<file path="src/rtl/ccs_exec_unit_if.sv">
// ccs_exec_unit_if: command, memory-read and result bundle for the CCS execution unit.
interface ccs_exec_unit_if #(
    parameter int WIDTH  = 16,
    parameter int ADDR_W = 12,
    parameter int CNT_W  = 16
);
    logic              start;
    logic [ADDR_W-1:0] addr;
    logic [ADDR_W-1:0] pcIn;
    logic              busy;
    logic              memReq;
    logic [ADDR_W-1:0] memAddr;
    logic              memAck;
    logic [WIDTH-1:0]  memData;
    logic [WIDTH-1:0]  aOut;
    logic              aWe;
    logic [ADDR_W-1:0] pcOut;
    logic              pcWe;
    logic [1:0]        ccsClass;
    logic              done;
    logic              err;
    logic [CNT_W-1:0]  cntPos;
    logic [CNT_W-1:0]  cntPz;
    logic [CNT_W-1:0]  cntNeg;
    logic [CNT_W-1:0]  cntNz;
    modport master (
        output start, addr, pcIn, memAck, memData,
        input  busy, memReq, memAddr, aOut, aWe, pcOut, pcWe, ccsClass, done, err,
               cntPos, cntPz, cntNeg, cntNz
    );
    modport slave (
        input  start, addr, pcIn, memAck, memData,
        output busy, memReq, memAddr, aOut, aWe, pcOut, pcWe, ccsClass, done, err,
               cntPos, cntPz, cntNeg, cntNz
    );
endinterface

</file>
<file path="src/rtl/ccs_exec_unit.sv">
// ccs_exec_unit: multi-cycle CCS (count, compare, skip) with operand fetch, timeout and class counters.
module ccs_exec_unit #(
    parameter int WIDTH   = 16,
    parameter int ADDR_W  = 12,
    parameter int TIMEOUT = 15,
    parameter int CNT_W   = 16
) (
    input logic            clk,
    input logic            rst,
    ccs_exec_unit_if.slave bus
);
    localparam int TW = $clog2(TIMEOUT + 1);
    localparam logic [TW-1:0] LAST = TW'(TIMEOUT - 1);
    localparam logic [WIDTH-1:0] ONE = WIDTH'(1);
    typedef enum logic [1:0] {IDLE, REQ, EXEC, WB} state_t;
    state_t            state_q;
    logic [TW-1:0]     wait_q;
    logic [WIDTH-1:0]  data_q, a_q, a_d;
    logic [ADDR_W-1:0] addr_q, pcin_q, pc_q, pc_d;
    logic [1:0]        class_q, class_d;
    logic              req_q, we_q, done_q, err_q, tout_q, zero, ones;
    logic [CNT_W-1:0]  cnt_q [4];
    always_comb begin
        zero    = data_q == '0;
        ones    = &data_q;
        class_d = zero ? 2'd1 : ones ? 2'd3 : data_q[WIDTH-1] ? 2'd2 : 2'd0;
        a_d     = (zero || ones) ? '0 : data_q[WIDTH-1] ? ~data_q - ONE : data_q - ONE;
        pc_d    = pcin_q + ADDR_W'(1) + ADDR_W'(class_d);
    end
    // WB spans two cycles: the first raises the strobes, the second drops them together with busy
    always_ff @(posedge clk or posedge rst) begin
        if (rst) begin
            state_q <= IDLE;
            wait_q  <= '0;
            data_q  <= '0;
            a_q     <= '0;
            addr_q  <= '0;
            pcin_q  <= '0;
            pc_q    <= '0;
            class_q <= '0;
            req_q   <= 1'b0;
            we_q    <= 1'b0;
            done_q  <= 1'b0;
            err_q   <= 1'b0;
            tout_q  <= 1'b0;
            for (int i = 0; i < 4; i++) cnt_q[i] <= '0;
        end else begin
            we_q   <= 1'b0;
            done_q <= 1'b0;
            err_q  <= 1'b0;
            case (state_q)
                IDLE: if (bus.start) begin
                    state_q <= REQ;
                    req_q   <= 1'b1;
                    addr_q  <= bus.addr;
                    pcin_q  <= bus.pcIn;
                    wait_q  <= '0;
                    tout_q  <= 1'b0;
                end
                REQ: if (bus.memAck) begin
                    data_q  <= bus.memData;
                    req_q   <= 1'b0;
                    state_q <= EXEC;
                end else if (wait_q == LAST) begin
                    req_q   <= 1'b0;
                    tout_q  <= 1'b1;
                    state_q <= WB;
                end else begin
                    wait_q <= wait_q + TW'(1);
                end
                EXEC: begin
                    a_q     <= a_d;
                    pc_q    <= pc_d;
                    class_q <= class_d;
                    state_q <= WB;
                end
                WB: if (!done_q) begin
                    done_q <= 1'b1;
                    err_q  <= tout_q;
                    we_q   <= !tout_q;
                    if (!tout_q && cnt_q[class_q] != '1) cnt_q[class_q] <= cnt_q[class_q] + CNT_W'(1);
                end else begin
                    state_q <= IDLE;
                end
            endcase
        end
    end
    assign bus.busy     = state_q != IDLE;
    assign bus.memReq   = req_q;
    assign bus.memAddr  = addr_q;
    assign bus.aOut     = a_q;
    assign bus.aWe      = we_q;
    assign bus.pcOut    = pc_q;
    assign bus.pcWe     = we_q;
    assign bus.ccsClass = class_q;
    assign bus.done     = done_q;
    assign bus.err      = err_q;
    assign bus.cntPos   = cnt_q[0];
    assign bus.cntPz    = cnt_q[1];
    assign bus.cntNeg   = cnt_q[2];
    assign bus.cntNz    = cnt_q[3];
endmodule
</file>
<file path="src/flat_wrapper.sv">
// flat-port wrapper written by rule: the top's interface ports become plain ports
module ccs_exec_unit_flat 
#(
    parameter int WIDTH   = 16,
    parameter int ADDR_W  = 12,
    parameter int TIMEOUT = 15,
    parameter int CNT_W   = 16
)
  (clk, rst, bus_start, bus_addr, bus_pcIn, bus_memAck, bus_memData, bus_busy, bus_memReq, bus_memAddr, bus_aOut, bus_aWe, bus_pcOut, bus_pcWe, bus_ccsClass, bus_done, bus_err, bus_cntPos, bus_cntPz, bus_cntNeg, bus_cntNz);
  ccs_exec_unit_if #(.WIDTH(WIDTH), .ADDR_W(ADDR_W), .CNT_W(CNT_W)) bus_i ();
  input logic clk;
  input logic rst;
  input wire logic [$bits(bus_i.start)-1:0] bus_start;
  input wire logic [$bits(bus_i.addr)-1:0] bus_addr;
  input wire logic [$bits(bus_i.pcIn)-1:0] bus_pcIn;
  input wire logic [$bits(bus_i.memAck)-1:0] bus_memAck;
  input wire logic [$bits(bus_i.memData)-1:0] bus_memData;
  output wire logic [$bits(bus_i.busy)-1:0] bus_busy;
  output wire logic [$bits(bus_i.memReq)-1:0] bus_memReq;
  output wire logic [$bits(bus_i.memAddr)-1:0] bus_memAddr;
  output wire logic [$bits(bus_i.aOut)-1:0] bus_aOut;
  output wire logic [$bits(bus_i.aWe)-1:0] bus_aWe;
  output wire logic [$bits(bus_i.pcOut)-1:0] bus_pcOut;
  output wire logic [$bits(bus_i.pcWe)-1:0] bus_pcWe;
  output wire logic [$bits(bus_i.ccsClass)-1:0] bus_ccsClass;
  output wire logic [$bits(bus_i.done)-1:0] bus_done;
  output wire logic [$bits(bus_i.err)-1:0] bus_err;
  output wire logic [$bits(bus_i.cntPos)-1:0] bus_cntPos;
  output wire logic [$bits(bus_i.cntPz)-1:0] bus_cntPz;
  output wire logic [$bits(bus_i.cntNeg)-1:0] bus_cntNeg;
  output wire logic [$bits(bus_i.cntNz)-1:0] bus_cntNz;
  assign bus_i.start = bus_start;
  assign bus_i.addr = bus_addr;
  assign bus_i.pcIn = bus_pcIn;
  assign bus_i.memAck = bus_memAck;
  assign bus_i.memData = bus_memData;
  assign bus_busy = bus_i.busy;
  assign bus_memReq = bus_i.memReq;
  assign bus_memAddr = bus_i.memAddr;
  assign bus_aOut = bus_i.aOut;
  assign bus_aWe = bus_i.aWe;
  assign bus_pcOut = bus_i.pcOut;
  assign bus_pcWe = bus_i.pcWe;
  assign bus_ccsClass = bus_i.ccsClass;
  assign bus_done = bus_i.done;
  assign bus_err = bus_i.err;
  assign bus_cntPos = bus_i.cntPos;
  assign bus_cntPz = bus_i.cntPz;
  assign bus_cntNeg = bus_i.cntNeg;
  assign bus_cntNz = bus_i.cntNz;
  ccs_exec_unit #(.WIDTH(WIDTH), .ADDR_W(ADDR_W), .TIMEOUT(TIMEOUT), .CNT_W(CNT_W)) u_core (.clk(clk), .rst(rst), .bus(bus_i));
endmodule
</file>
<file path="config.mk">
export PLATFORM = sky130hd
export DESIGN_NAME = ccs_exec_unit_flat
export DESIGN_NICKNAME = d
export VERILOG_FILES = /design/src/rtl/ccs_exec_unit_if.sv /design/src/rtl/ccs_exec_unit.sv /design/src/flat_wrapper.sv
export SDC_FILE = /design/constraint.sdc
export NUM_CORES = 1
export LEC_CHECK = 0
export BUFFER_PORTS_ARGS = -buffer_cell sky130_fd_sc_hd__buf_2
export CORE_ASPECT_RATIO = 0.9
export CORE_MARGIN = 1.5
export CORE_UTILIZATION = 40
export DETAILED_ROUTE_END_ITERATION = 12
export PLACE_DENSITY_LB_ADDON = 0.05
export SYNTH_ARGS = -nofsm -noshare
export SYNTH_HDL_FRONTEND = slang
export SYNTH_SLANG_ARGS = --single-unit
</file>
<file path="constraint.sdc">
create_clock -name clk -period 13.9 [get_ports clk]
set_clock_uncertainty 0.2 [all_clocks]
set_input_delay 2.085 -clock clk [delete_from_list [all_inputs] [get_ports clk]]
set_output_delay 2.085 -clock clk [all_outputs]
set_load 0.05 [all_outputs]
</file>
==> impl_metrics.env <==
export IMPL_status="finished, final reports clean"
export IMPL_synth_compound_area_share_pct=7.14
export IMPL_p_per_area_nw_per_um2=235
export IMPL_cp_max_fo=6
export IMPL_seqCellArea_um2=3630
export IMPL_start_util_pct=41.0
export IMPL_worstSetupStartpointType="register"
export IMPL_fin_util_pct=49.9
export IMPL_cts_setup_buffers=0
export IMPL_clock_fmax_mhz=261
export IMPL_dr_pass1_iters=4
export IMPL_vias_per_cell=5.09
export IMPL_netlist_instances=594
export IMPL_yosys_most_used_dff="dfrtp_1"
export IMPL_rows=46
export IMPL_relSlewSlack_pct=29.2
export IMPL_grt_pass1_vias=5143
export IMPL_via_count=5084
export IMPL_synth_top_family_by_area="multiplexers"
export IMPL_rsz0062_at_grt="false"
export IMPL_ir_drop_mv=0.128
export IMPL_post_cts_resized=0
export IMPL_clk_pin_slew_ns=0.06
export IMPL_drive_gt1_share_pct=35.6
export IMPL_syn_nets=651
export IMPL_synth_seq_area_share_pct=49.9
export IMPL_synthAdderAreaFrac_pct=2.34
export IMPL_clk_latency_ns=0.41
export IMPL_globalRouteOverflowTotal=0
export IMPL_netlist_cell_type_count=60
export IMPL_grt_start_max_net_pins=81
export IMPL_cts_buffer_depth=2
export IMPL_synth_edf_count=0
export IMPL_yosys_area_share_simple_pct=8.70
export IMPL_post_drt_wl_per_cell_um=16.8
export IMPL_synth_mux_area_share_pct=21.4
export IMPL_num_fill_cells=1649
export IMPL_io_buffers=155
export IMPL_async_flop_share_pct=100
export IMPL_final_area_um2=8840
export IMPL_r2r_slack_ns=10.47
export IMPL_syn_avg_cell_area_um2=12.2
export IMPL_yosysWarnings=0
export IMPL_cp_data_required_time_ns=11.61
export IMPL_fin_setup_tns_ns=0
export IMPL_coreArea_um2=17700
export IMPL_finalWirelength_um=16800
export IMPL_drc=0
export IMPL_cts_tree="done"
export IMPL_hold_path_class="register to register"
export IMPL_grt_util_all_layers_pct=18.5
export IMPL_multi_input_area_um2=3280
export IMPL_end_kind="primary output"
export IMPL_crit_arrival_ns=1.55
export IMPL_synth_xor_area_share_pct=5.42
export IMPL_cts_sinks=145
export IMPL_first_iter_violations=239
export IMPL_cts_root_buffer="clkbuf_16"
export IMPL_slew_violations=0
export IMPL_detail_route_antenna_nets=0
export IMPL_period_share_pct=27.6
export IMPL_p_leak_nw=4.20
export IMPL_synth_seq_cells=145
export IMPL_layout_nets=804
export IMPL_chipWidth_um=145
export IMPL_dp_hpwl_um=11700
export IMPL_cap_violations=0
export IMPL_grt_pass1_wl_um=27400
export IMPL_io_pins=156
export IMPL_setup_viol=0
export IMPL_place_area_um2=8250
export IMPL_ctsHoldBuffers=0
export IMPL_place_gp_congestion=0.810
export IMPL_numCtsBuffers=17
export IMPL_dieArea_um2=19000
export IMPL_h_tree_depth=4
export IMPL_antenna_found_initial=0
export IMPL_whs_ns=0.286
export IMPL_crit_type="register to primary output"
export IMPL_syn_area_um2=7280
export IMPL_hold_viol=0
export IMPL_antenna_cells=0
export IMPL_finalCriticalPeriod_ns=3.83
export IMPL_die_y_um=131
export IMPL_syn_to_final_growth_pct=21.5
export IMPL_worstMarginPinSlew_ns=1.06
==> cell usage in the layout, fill, tap and decap left out, types with 4 or more instances in the layout <==
cell and count:
a21oi_1 14, a31oi_4 4, buf_2 155, buf_4 4
clkbuf_16 17, clkinv_2 5, dfrtp_1 145, ha_1 11
inv_1 60, mux2_1 24, mux2_2 44, mux2_4 8
mux2i_1 31, mux4_2 15, nand2_1 15, nand3_1 14
nand3b_1 5, nor2_1 27, nor2b_1 9, nor3_1 12
nor4_1 6, o21a_1 6, o21ai_0 14, o22ai_1 7
xnor2_1 33, xor2_1 12
==> routing by layer <==
metal / share of wire [%] / GRT usage [%]
met5: 0 / 0
met2: 45 / 27.7
met4: 1.3 / 5.58
met3: 6.1 / 5.80
met1: 47 / 26.0
==> cell type report <==
cell class	instances	share of cell area (%)
Sequential cell	145	41.0
Multi-Input combinational cell	363	37.1
Timing Repair Buffer	159	9.11
Clock buffer	20	5.16
Tap cell	240	3.40
Inverter	61	2.65
Clock inverter	11	1.56
==> cells in the mapped netlist (4+ instances only) <==
master,count,share of area [%]
dfrtp_1,145,50
inv_1,61,3.1
mux2_2,44,6.8
xnor2_1,33,4.0
mux2i_1,31,4.3
nor2_1,27,1.4
mux2_1,24,3.7
mux4_2,15,4.6
nand2_1,15,0.77
a21oi_1,14,0.96
nand3_1,14,0.96
o21ai_0,14,0.96
clkbuf_1,12,0.62
ha_1,12,2.1
nor3_1,12,0.83
xor2_1,12,1.4
nor2b_1,9,0.77
mux2_4,8,1.7
o22ai_1,7,0.60
nor4_1,6,0.52
o21a_1,6,0.62
buf_6,5,0.77
nand3b_1,5,0.52
a31oi_4,4,1.2
buf_1,4,0.21
==> final timing paths <==
path                                          start                    end  cells past startpoint
max in group asynchronous                       rst  u_core.bus.memAddr[1]                      3
worst max register to register    u_core.data_q[15]    u_core.bus.pcOut[6]                     11
worst min register to register  u_core.bus.cntPz[0]    u_core.bus.cntPz[0]                      1
worst min-delay path            u_core.bus.cntPz[0]    u_core.bus.cntPz[0]                      1
worst max-delay path              u_core.state_q[0]               bus_busy                      4
min in group asynchronous                       rst      u_core.bus.memReq                      2
==> worst max-delay path, cell delays in order (launching register included) <==
cell and delay (ns):
dfrtp_1 0.41, inv_1 0.09, ha_1 0.27, inv_1 0.09, buf_2 0.27
==> report_power, final <==
group | switching, mW | internal (mW) | total, mW
Clock | 0.171 | 0.289 | 0.460
Combinational | 0.606 | 0.338 | 0.944
Sequential | 0.124 | 0.553 | 0.677
==> cells by family (layout without fill, tap and decap cells) <==
| family | Yosys count | in the layout |
|---|---|---|
| multiplexers | 123 | 123 |
| XOR/XNOR | 45 | 45 |
| AO/OA/AOI/OAI | 71 | 71 |
| adder cells (fa/ha/maj) | 13 | 13 |
| buffers and inverters | 86 | 251 |
| AND/OR/NAND/NOR | 111 | 111 |
| flip-flops | 145 | 145 |
==> through the flow <==
| step | worst slack (ns) | cells | power (mW) |
|---|---|---|---|
| 6_report | 10.07 | 999 | 2.08 |
| 5_1_grt | 9.98 | 999 | 2.22 |
| 4_1_cts | 10.04 | 999 | 2.11 |
| 3_5_place_dp | 9.93 | 968 | 1.64 |
| 3_3_place_gp | 9.99 | 968 | 1.62 |
| 2_1_floorplan | 7.72 | 594 | 1.42 |
==> flip-flops by register name, summed over array words and instances (netlist names), 2 cells and up <==
name,count
u_core.bus.memAddr,12
u_core.wait_q,4
u_core.pcin_q,12
u_core.data_q,16
u_core.bus.cntPos,16
u_core.state_q,2
u_core.bus.ccsClass,2
u_core.bus.cntNz,16
u_core.bus.aOut,16
u_core.bus.pcOut,12
u_core.bus.cntPz,16
u_core.bus.cntNeg,16
Power figures use the tool's default switching activity.
